===== src/rtl/mypio_pkg.sv =====
// Shared constants and FSM encoding for the PIO hex poller.
package mypio_pkg;

    localparam logic     ADDR_HEX  = 1'b0;
    localparam logic     ADDR_SW   = 1'b1;
    localparam logic [6:0] SEG_BLANK = 7'h7F;

    typedef enum logic [1:0] {
        IDLE = 2'd0,
        RD   = 2'd1,
        CMP  = 2'd2,
        WR   = 2'd3
    } state_t;

endpackage


===== src/rtl/mypio_hex_poller_if.sv =====
// Avalon-MM master/slave bundle between the poller and the PIO slave.
interface mypio_hex_poller_if;

    logic       m_address;
    logic       m_read;
    logic       m_write;
    logic [7:0] m_writedata;
    logic [7:0] m_readdata;
    logic       m_waitrequest;

    modport master (
        output m_address, m_read, m_write, m_writedata,
        input  m_readdata, m_waitrequest
    );

    modport slave (
        input  m_address, m_read, m_write, m_writedata,
        output m_readdata, m_waitrequest
    );

endinterface


===== src/rtl/mypio_hex_poller_seg7_decode.sv =====
// Hex nibble to active-low 7-segment pattern (bit0 = a .. bit6 = g).
module seg7_decode
    import mypio_pkg::*;
(
    input  logic [3:0] nibble,
    output logic [6:0] seg
);

    always_comb begin
        seg = SEG_BLANK;
        case (nibble)
            4'h0: seg = 7'h40;
            4'h1: seg = 7'h79;
            4'h2: seg = 7'h24;
            4'h3: seg = 7'h30;
            4'h4: seg = 7'h19;
            4'h5: seg = 7'h12;
            4'h6: seg = 7'h02;
            4'h7: seg = 7'h78;
            4'h8: seg = 7'h00;
            4'h9: seg = 7'h10;
            4'hA: seg = 7'h08;
            4'hB: seg = 7'h03;
            4'hC: seg = 7'h46;
            4'hD: seg = 7'h21;
            4'hE: seg = 7'h06;
            4'hF: seg = 7'h0E;
            default: seg = SEG_BLANK;
        endcase
    end

endmodule


===== src/rtl/mypio_hex_poller.sv =====
// Periodically reads the PIO switch register and mirrors the nibble onto the
// 7-segment register, writing only on change or on the first poll after reset.
module mypio_hex_poller
    import mypio_pkg::*;
#(
    parameter int PERIOD = 50000,
    parameter int CNT_W  = 16
) (
    input  logic                clk,
    input  logic                reset_n,
    input  logic                enable,
    mypio_hex_poller_if.master  bus,
    output logic [3:0]          sw_value,
    output logic                update,
    output logic                busy
);

    localparam logic [CNT_W-1:0] RELOAD = CNT_W'(PERIOD - 1);

    logic [CNT_W-1:0] cnt;
    logic             start;
    state_t           state;
    logic             first;
    logic             changed;
    logic [6:0]       seg;
    logic             unused_rd_hi;

    assign unused_rd_hi = &{1'b0, bus.m_readdata[7:4]};

    // Free-running poll timer; it keeps counting through transactions so the
    // poll rate does not drift, and a start landing while busy is simply lost.
    assign start = enable && (cnt == '0);

    always_ff @(posedge clk or negedge reset_n) begin
        if (!reset_n) begin
            cnt <= RELOAD;
        end else if (enable) begin
            cnt <= (cnt == '0) ? RELOAD : cnt - CNT_W'(1);
        end
    end

    seg7_decode u_dec (
        .nibble (sw_value),
        .seg    (seg)
    );

    always_ff @(posedge clk or negedge reset_n) begin
        if (!reset_n) begin
            state           <= IDLE;
            bus.m_read      <= 1'b0;
            bus.m_write     <= 1'b0;
            bus.m_address   <= ADDR_HEX;
            bus.m_writedata <= {1'b0, SEG_BLANK};
            sw_value        <= 4'h0;
            update          <= 1'b0;
            busy            <= 1'b0;
            first           <= 1'b1;
            changed         <= 1'b0;
        end else begin
            update <= 1'b0;
            case (state)
                IDLE: begin
                    if (start) begin
                        state         <= RD;
                        bus.m_read    <= 1'b1;
                        bus.m_address <= ADDR_SW;
                        busy          <= 1'b1;
                    end
                end
                RD: begin
                    if (!bus.m_waitrequest) begin
                        state      <= CMP;
                        bus.m_read <= 1'b0;
                        sw_value   <= bus.m_readdata[3:0];
                        changed    <= (bus.m_readdata[3:0] != sw_value);
                    end
                end
                CMP: begin
                    if (changed || first) begin
                        state           <= WR;
                        bus.m_write     <= 1'b1;
                        bus.m_address   <= ADDR_HEX;
                        bus.m_writedata <= {1'b0, seg};
                    end else begin
                        state <= IDLE;
                        busy  <= 1'b0;
                    end
                end
                WR: begin
                    if (!bus.m_waitrequest) begin
                        state       <= IDLE;
                        bus.m_write <= 1'b0;
                        update      <= 1'b1;
                        first       <= 1'b0;
                        busy        <= 1'b0;
                    end
                end
                default: begin
                    state <= IDLE;
                    busy  <= 1'b0;
                end
            endcase
        end
    end

endmodule


===== src/flat_wrapper.sv =====
// flat-port wrapper written by rule: the top's interface ports become plain ports
module mypio_hex_poller_flat import mypio_pkg::*;
#(
    parameter int PERIOD = 50000,
    parameter int CNT_W  = 16
)
  (clk, reset_n, enable, sw_value, update, busy, bus_m_address, bus_m_read, bus_m_write, bus_m_writedata, bus_m_readdata, bus_m_waitrequest);
  mypio_hex_poller_if bus_i ();
  input  logic clk;
  input  logic reset_n;
  input  logic enable;
  output logic [3:0] sw_value;
  output logic update;
  output logic busy;
  output wire logic [$bits(bus_i.m_address)-1:0] bus_m_address;
  output wire logic [$bits(bus_i.m_read)-1:0] bus_m_read;
  output wire logic [$bits(bus_i.m_write)-1:0] bus_m_write;
  output wire logic [$bits(bus_i.m_writedata)-1:0] bus_m_writedata;
  input wire logic [$bits(bus_i.m_readdata)-1:0] bus_m_readdata;
  input wire logic [$bits(bus_i.m_waitrequest)-1:0] bus_m_waitrequest;
  assign bus_m_address = bus_i.m_address;
  assign bus_m_read = bus_i.m_read;
  assign bus_m_write = bus_i.m_write;
  assign bus_m_writedata = bus_i.m_writedata;
  assign bus_i.m_readdata = bus_m_readdata;
  assign bus_i.m_waitrequest = bus_m_waitrequest;
  mypio_hex_poller #(.PERIOD(PERIOD), .CNT_W(CNT_W)) u_core (.clk(clk), .reset_n(reset_n), .enable(enable), .bus(bus_i), .sw_value(sw_value), .update(update), .busy(busy));
endmodule

===== config.mk =====
export PLATFORM = sky130hd
export DESIGN_NAME = mypio_hex_poller_flat
export DESIGN_NICKNAME = d
export VERILOG_FILES = /design/src/rtl/mypio_pkg.sv /design/src/rtl/mypio_hex_poller_if.sv /design/src/rtl/mypio_hex_poller_seg7_decode.sv /design/src/rtl/mypio_hex_poller.sv /design/src/flat_wrapper.sv
export SDC_FILE = /design/constraint.sdc
export NUM_CORES = 1
export LEC_CHECK = 0
export CORE_MARGIN = 5
export CORE_UTILIZATION = 50
export CTS_BUF_LIST = sky130_fd_sc_hd__clkbuf_16
export CTS_CLUSTER_DIAMETER = 100
export DETAILED_ROUTE_END_ITERATION = 8
export PLACE_DENSITY = 0.8
export SETUP_SLACK_MARGIN = 0.05
export SKIP_CTS_REPAIR_TIMING = 1
export SLEW_MARGIN = 30
export SYNTH_ARGS = -nofsm -noshare
export SYNTH_HDL_FRONTEND = slang
export SYNTH_SLANG_ARGS = --single-unit

===== constraint.sdc =====
create_clock -name clk -period 2.8 [get_ports clk]
set_clock_uncertainty 0.15 [all_clocks]
set_input_delay 0.7 -clock clk [delete_from_list [all_inputs] [get_ports clk]]
set_output_delay 0.7 -clock clk [all_outputs]
set_load 0.1 [all_outputs]

==> qor.csv <==
stage;metric;value;unit
status;status;completed;
final_layout;finalNonFillerCells;268;
worst_setup_path;crit_path_start;enable;
cts;htreeDepth;2;
worst_setup_path;arrival;2.52;ns
hold_path;hp-class;flop to flop;
power;net-switching-power;1.43;mW
grt;grt_max_degree;37;
grt;grt_pass1_vias;1380;
worst_setup_path;slowest_delay;0.60;ns
floorplan;rows;22;
final_layout;drive_gt1_frac;0.264;
drt;firstDrtPassIters;4;
drt;wl;3.46;mm
power;p_leak;1.01;nW
synthesis;synth_ff_type;dfrtp_1;
cts;numCtsBuffers;5;
final_layout;fin_util;0.626;
synthesis;synth_edf_count;0;
synthesis;yosysSeqAreaShare;0.483;
floorplan;start_util;0.517;
cts;root_buffer;clkbuf_16;
grt;grt_remaining_overflow;0;
final_layout;diodes;0;
run;max_cap_violations;0;
synthesis;synth_area;1910;sq um
floorplan;coreArea;3690;sq um
synthesis;synthTopCellsByCount;23 x nand2_1, 20 x nor2_1, 19 x dfrtp_1;
worst_setup_path;path_max_fanout;7;
timing;rsz0062_at_grt;no;
floorplan;die_width;71.8;microns
synthesis;syn-num-nets;210;
power;p_per_area;1300;nW/um^2
timing;hold_viol_final;0;
synthesis;yosysTopAreaCell;dfrtp_1;
cts;insertion_delay;0.28;ns
worst_setup_path;r2r-start;u_core.cnt[8]$_DFFE_PN1P_;
timing;relSlewSlack;0.639;
grt;grt_usage;0.152;
cts;cts_tree;yes;
power;switching_share;0.479;
place;finalWeightedCongestion;0.775;
final_layout;area_delta_synth_final;21.0;%
worst_setup_path;startpoint_type;input pin;
final_layout;final_cell_area;2310;sq um
drt;drc;0;
synthesis;syn-instance-count;190;
power;p_comb_frac;0.487;
place;dp_hpwl;2.48;mm
place;dp.cells;260;
drt;ant_nets;0;
power;clkPwrFrac;0.172;
synthesis;synth_top_area_frac;0.249;
drt;vias;1409;
drt;drt-initial-drc-count;99;
worst_setup_path;criticalPathCategory;input pin to flop;
floorplan;die_area;5150;sq um
timing;setup_tns;0;ns
place;io_buffers;23;
synthesis;synth_area_leaders;dfrtp_1 25%, dfstp_2 23%, xnor2_1 5.5%, ha_1 5.2%, nand2_1 4.5%;
worst_setup_path;crit_chain;clkdlybuf4s50_1, or4b_1, or4b_4, nor2_4, nor2_1;
power;p_int;1.56;mW
grt;antenna_found_initial;0;
final_layout;num-fill-cells;315;
power;ir_worst_vdd;0.666;mV
worst_setup_path;worstSetupEndpoint;u_core.cnt[13]$_DFFE_PN0P_;
worst_setup_path;r2r_end;u_core.cnt[13]$_DFFE_PN0P_;
worst_setup_path;path_delay_family;simple AND/OR/NAND/NOR gates;
worst_setup_path;r2r_setup_slack;0.63;ns
grt;grt_pass1_wl;6.15;mm
floorplan;ios;29;
worst_setup_path;reg2reg_depth;4;
synthesis;synth_warnings;0;
cts;cts_sinks;36;
synthesis;postSynthAreaPerCell;10.0;sq um
timing;tightest_slew;0.542;ns
floorplan;die_h;71.8;microns
worst_setup_path;endpoint_kind;flop;
timing;layout_min_cycle_time;2.51;ns
worst_setup_path;critical_path_depth;5;
worst_setup_path;cpMaxStageDelayCell;or4b_4;
synthesis;yosysMostFrequentCell;nand2_1;
synthesis;yosysUniqueCellTypes;42;
power;p_seq_frac;0.340;
synthesis;ys_ff_latch;36;
timing;finalSetupViolations;0;
drt;via_per_inst;5.26;
timing;slew_violations;0;
cts;clk_pin_slew;0.05;ns
final_layout;nNetsFinal;239;
worst_setup_path;crit_required;2.81;ns
place;placed_area;2170;sq um
drt;routedWlPerCell;12.9;microns
worst_setup_path;path_buf_inv;1;
synthesis;async_flop_share;1.00;
cts;clock_path_buffers;2;
timing;period_share;0.896;
timing;fmax;398;MHz
[power groups by stage]
| stage | Combinational (mW) | Clock (mW) | Sequential, mW |
|---|---|---|---|
| finish | 1.46 | 0.516 | 1.02 |
| global route | 1.58 | 0.556 | 1.06 |
| CTS | 1.47 | 0.528 | 1.02 |
| detailed placement | 1.46 | 0 | 1.03 |
| global placement | 1.44 | 0 | 1.02 |
| floorplan | 0.681 | 0 | 1.49 |
[cell type report]
| cell class | count | area, sq um | share of cell area |
|---|---|---|---|
| well taps | 48 | 60.1 | 0.0260 |
| flip-flops and latches | 36 | 922 | 0.399 |
| clock buffers | 5 | 125 | 0.0542 |
| repair buffers | 29 | 235 | 0.102 |
| multi-input cells | 137 | 916 | 0.397 |
| clock inverters | 3 | 13.8 | 0.00596 |
| inverters | 10 | 37.5 | 0.0163 |
[layer usage]
metal	GRT usage	up-vias	part of all wire
met2	0.230	30	0.45
met3	0.0351	8	0.047
met4	0.0877	0	0.025
li1	-	712	-
met1	0.200	659	0.48
met5	0	-	0
[layout by cell type (no fill, tap or decap), types with 5 or more instances in the layout]
cell type | Yosys | final
a21oi_1 | 6 | 6
xnor2_1 | 12 | 12
clkdlybuf4s50_1 | 0 | 7
o21ai_0 | 10 | 10
xor2_1 | 5 | 5
dfstp_2 | 17 | 17
inv_1 | 10 | 10
nor4_1 | 6 | 6
clkbuf_16 | 0 | 5
mux2_2 | 5 | 5
dfrtp_1 | 19 | 19
nor2_1 | 20 | 20
buf_4 | 1 | 22
nor3_1 | 5 | 5
nand2_1 | 23 | 23
ha_1 | 8 | 8
[flip-flops by register name (all words and copies together) (netlist names)]
name                    count
u_core.cnt                 16
u_core.busy                 1
u_core.sw_value             4
u_core.first                1
u_core.bus.m_writedata      7
u_core.update               1
u_core.bus.m_write          1
u_core.changed              1
u_core.bus.m_read           1
u_core.bus.m_address        1
u_core.state                2
[through the flow]
| step | power (mW) | worst slack [ns] | hold slack (ns) |
|---|---|---|---|
| floorplan | 2.17 | 0.251 | 0.254 |
| global placement | 2.45 | 0.00320 | 0.313 |
| detailed placement | 2.49 | 0.000470 | 0.326 |
| CTS | 3.02 | 0.283 | 0.334 |
| global route | 3.20 | 0.198 | 0.362 |
| finish | 2.99 | 0.290 | 0.331 |
[kinds of logic (layout without fill, tap and decap cells)]
kind of cell	after synthesis	in the layout	synth area share
compound gates	25	25	0.0800
other cells	1	1	0.00197
buf+inv	17	47	0.0367
mux	10	10	0.0623
xor+xnor	17	17	0.0780
flops	36	36	0.483
fa+ha+maj	8	8	0.0525
simple gates	76	76	0.205
[worst register-to-register path: cells and delay by family, from the launching register on]
kind / cells / cell delay, ns
flops: 1 / 0.37
simple gates: 4 / 1.53
[worst min-delay path by stage]
| stage | start | to | slack, ns | cells past startpoint |
|---|---|---|---|---|
| final | u_core.bus.m_writedata[6]$_DFFE_PN1P_ | u_core.bus.m_writedata[6]$_DFFE_PN1P_ | 0.33 | 2 |
| after global routing | u_core.bus.m_writedata[2]$_DFFE_PN1P_ | u_core.bus.m_writedata[2]$_DFFE_PN1P_ | 0.36 | 2 |
| after CTS | u_core.bus.m_writedata[6]$_DFFE_PN1P_ | u_core.bus.m_writedata[6]$_DFFE_PN1P_ | 0.33 | 2 |
| after detailed placement | u_core.bus.m_writedata[6]$_DFFE_PN1P_ | u_core.bus.m_writedata[6]$_DFFE_PN1P_ | 0.33 | 2 |
| after global placement | u_core.bus.m_address$_DFFE_PN0P_ | u_core.bus.m_address$_DFFE_PN0P_ | 0.31 | 2 |
| after floorplan | reset_n | u_core.bus.m_address$_DFFE_PN0P_ | 0.25 | 0 |
Power figures use the tool's default switching activity.
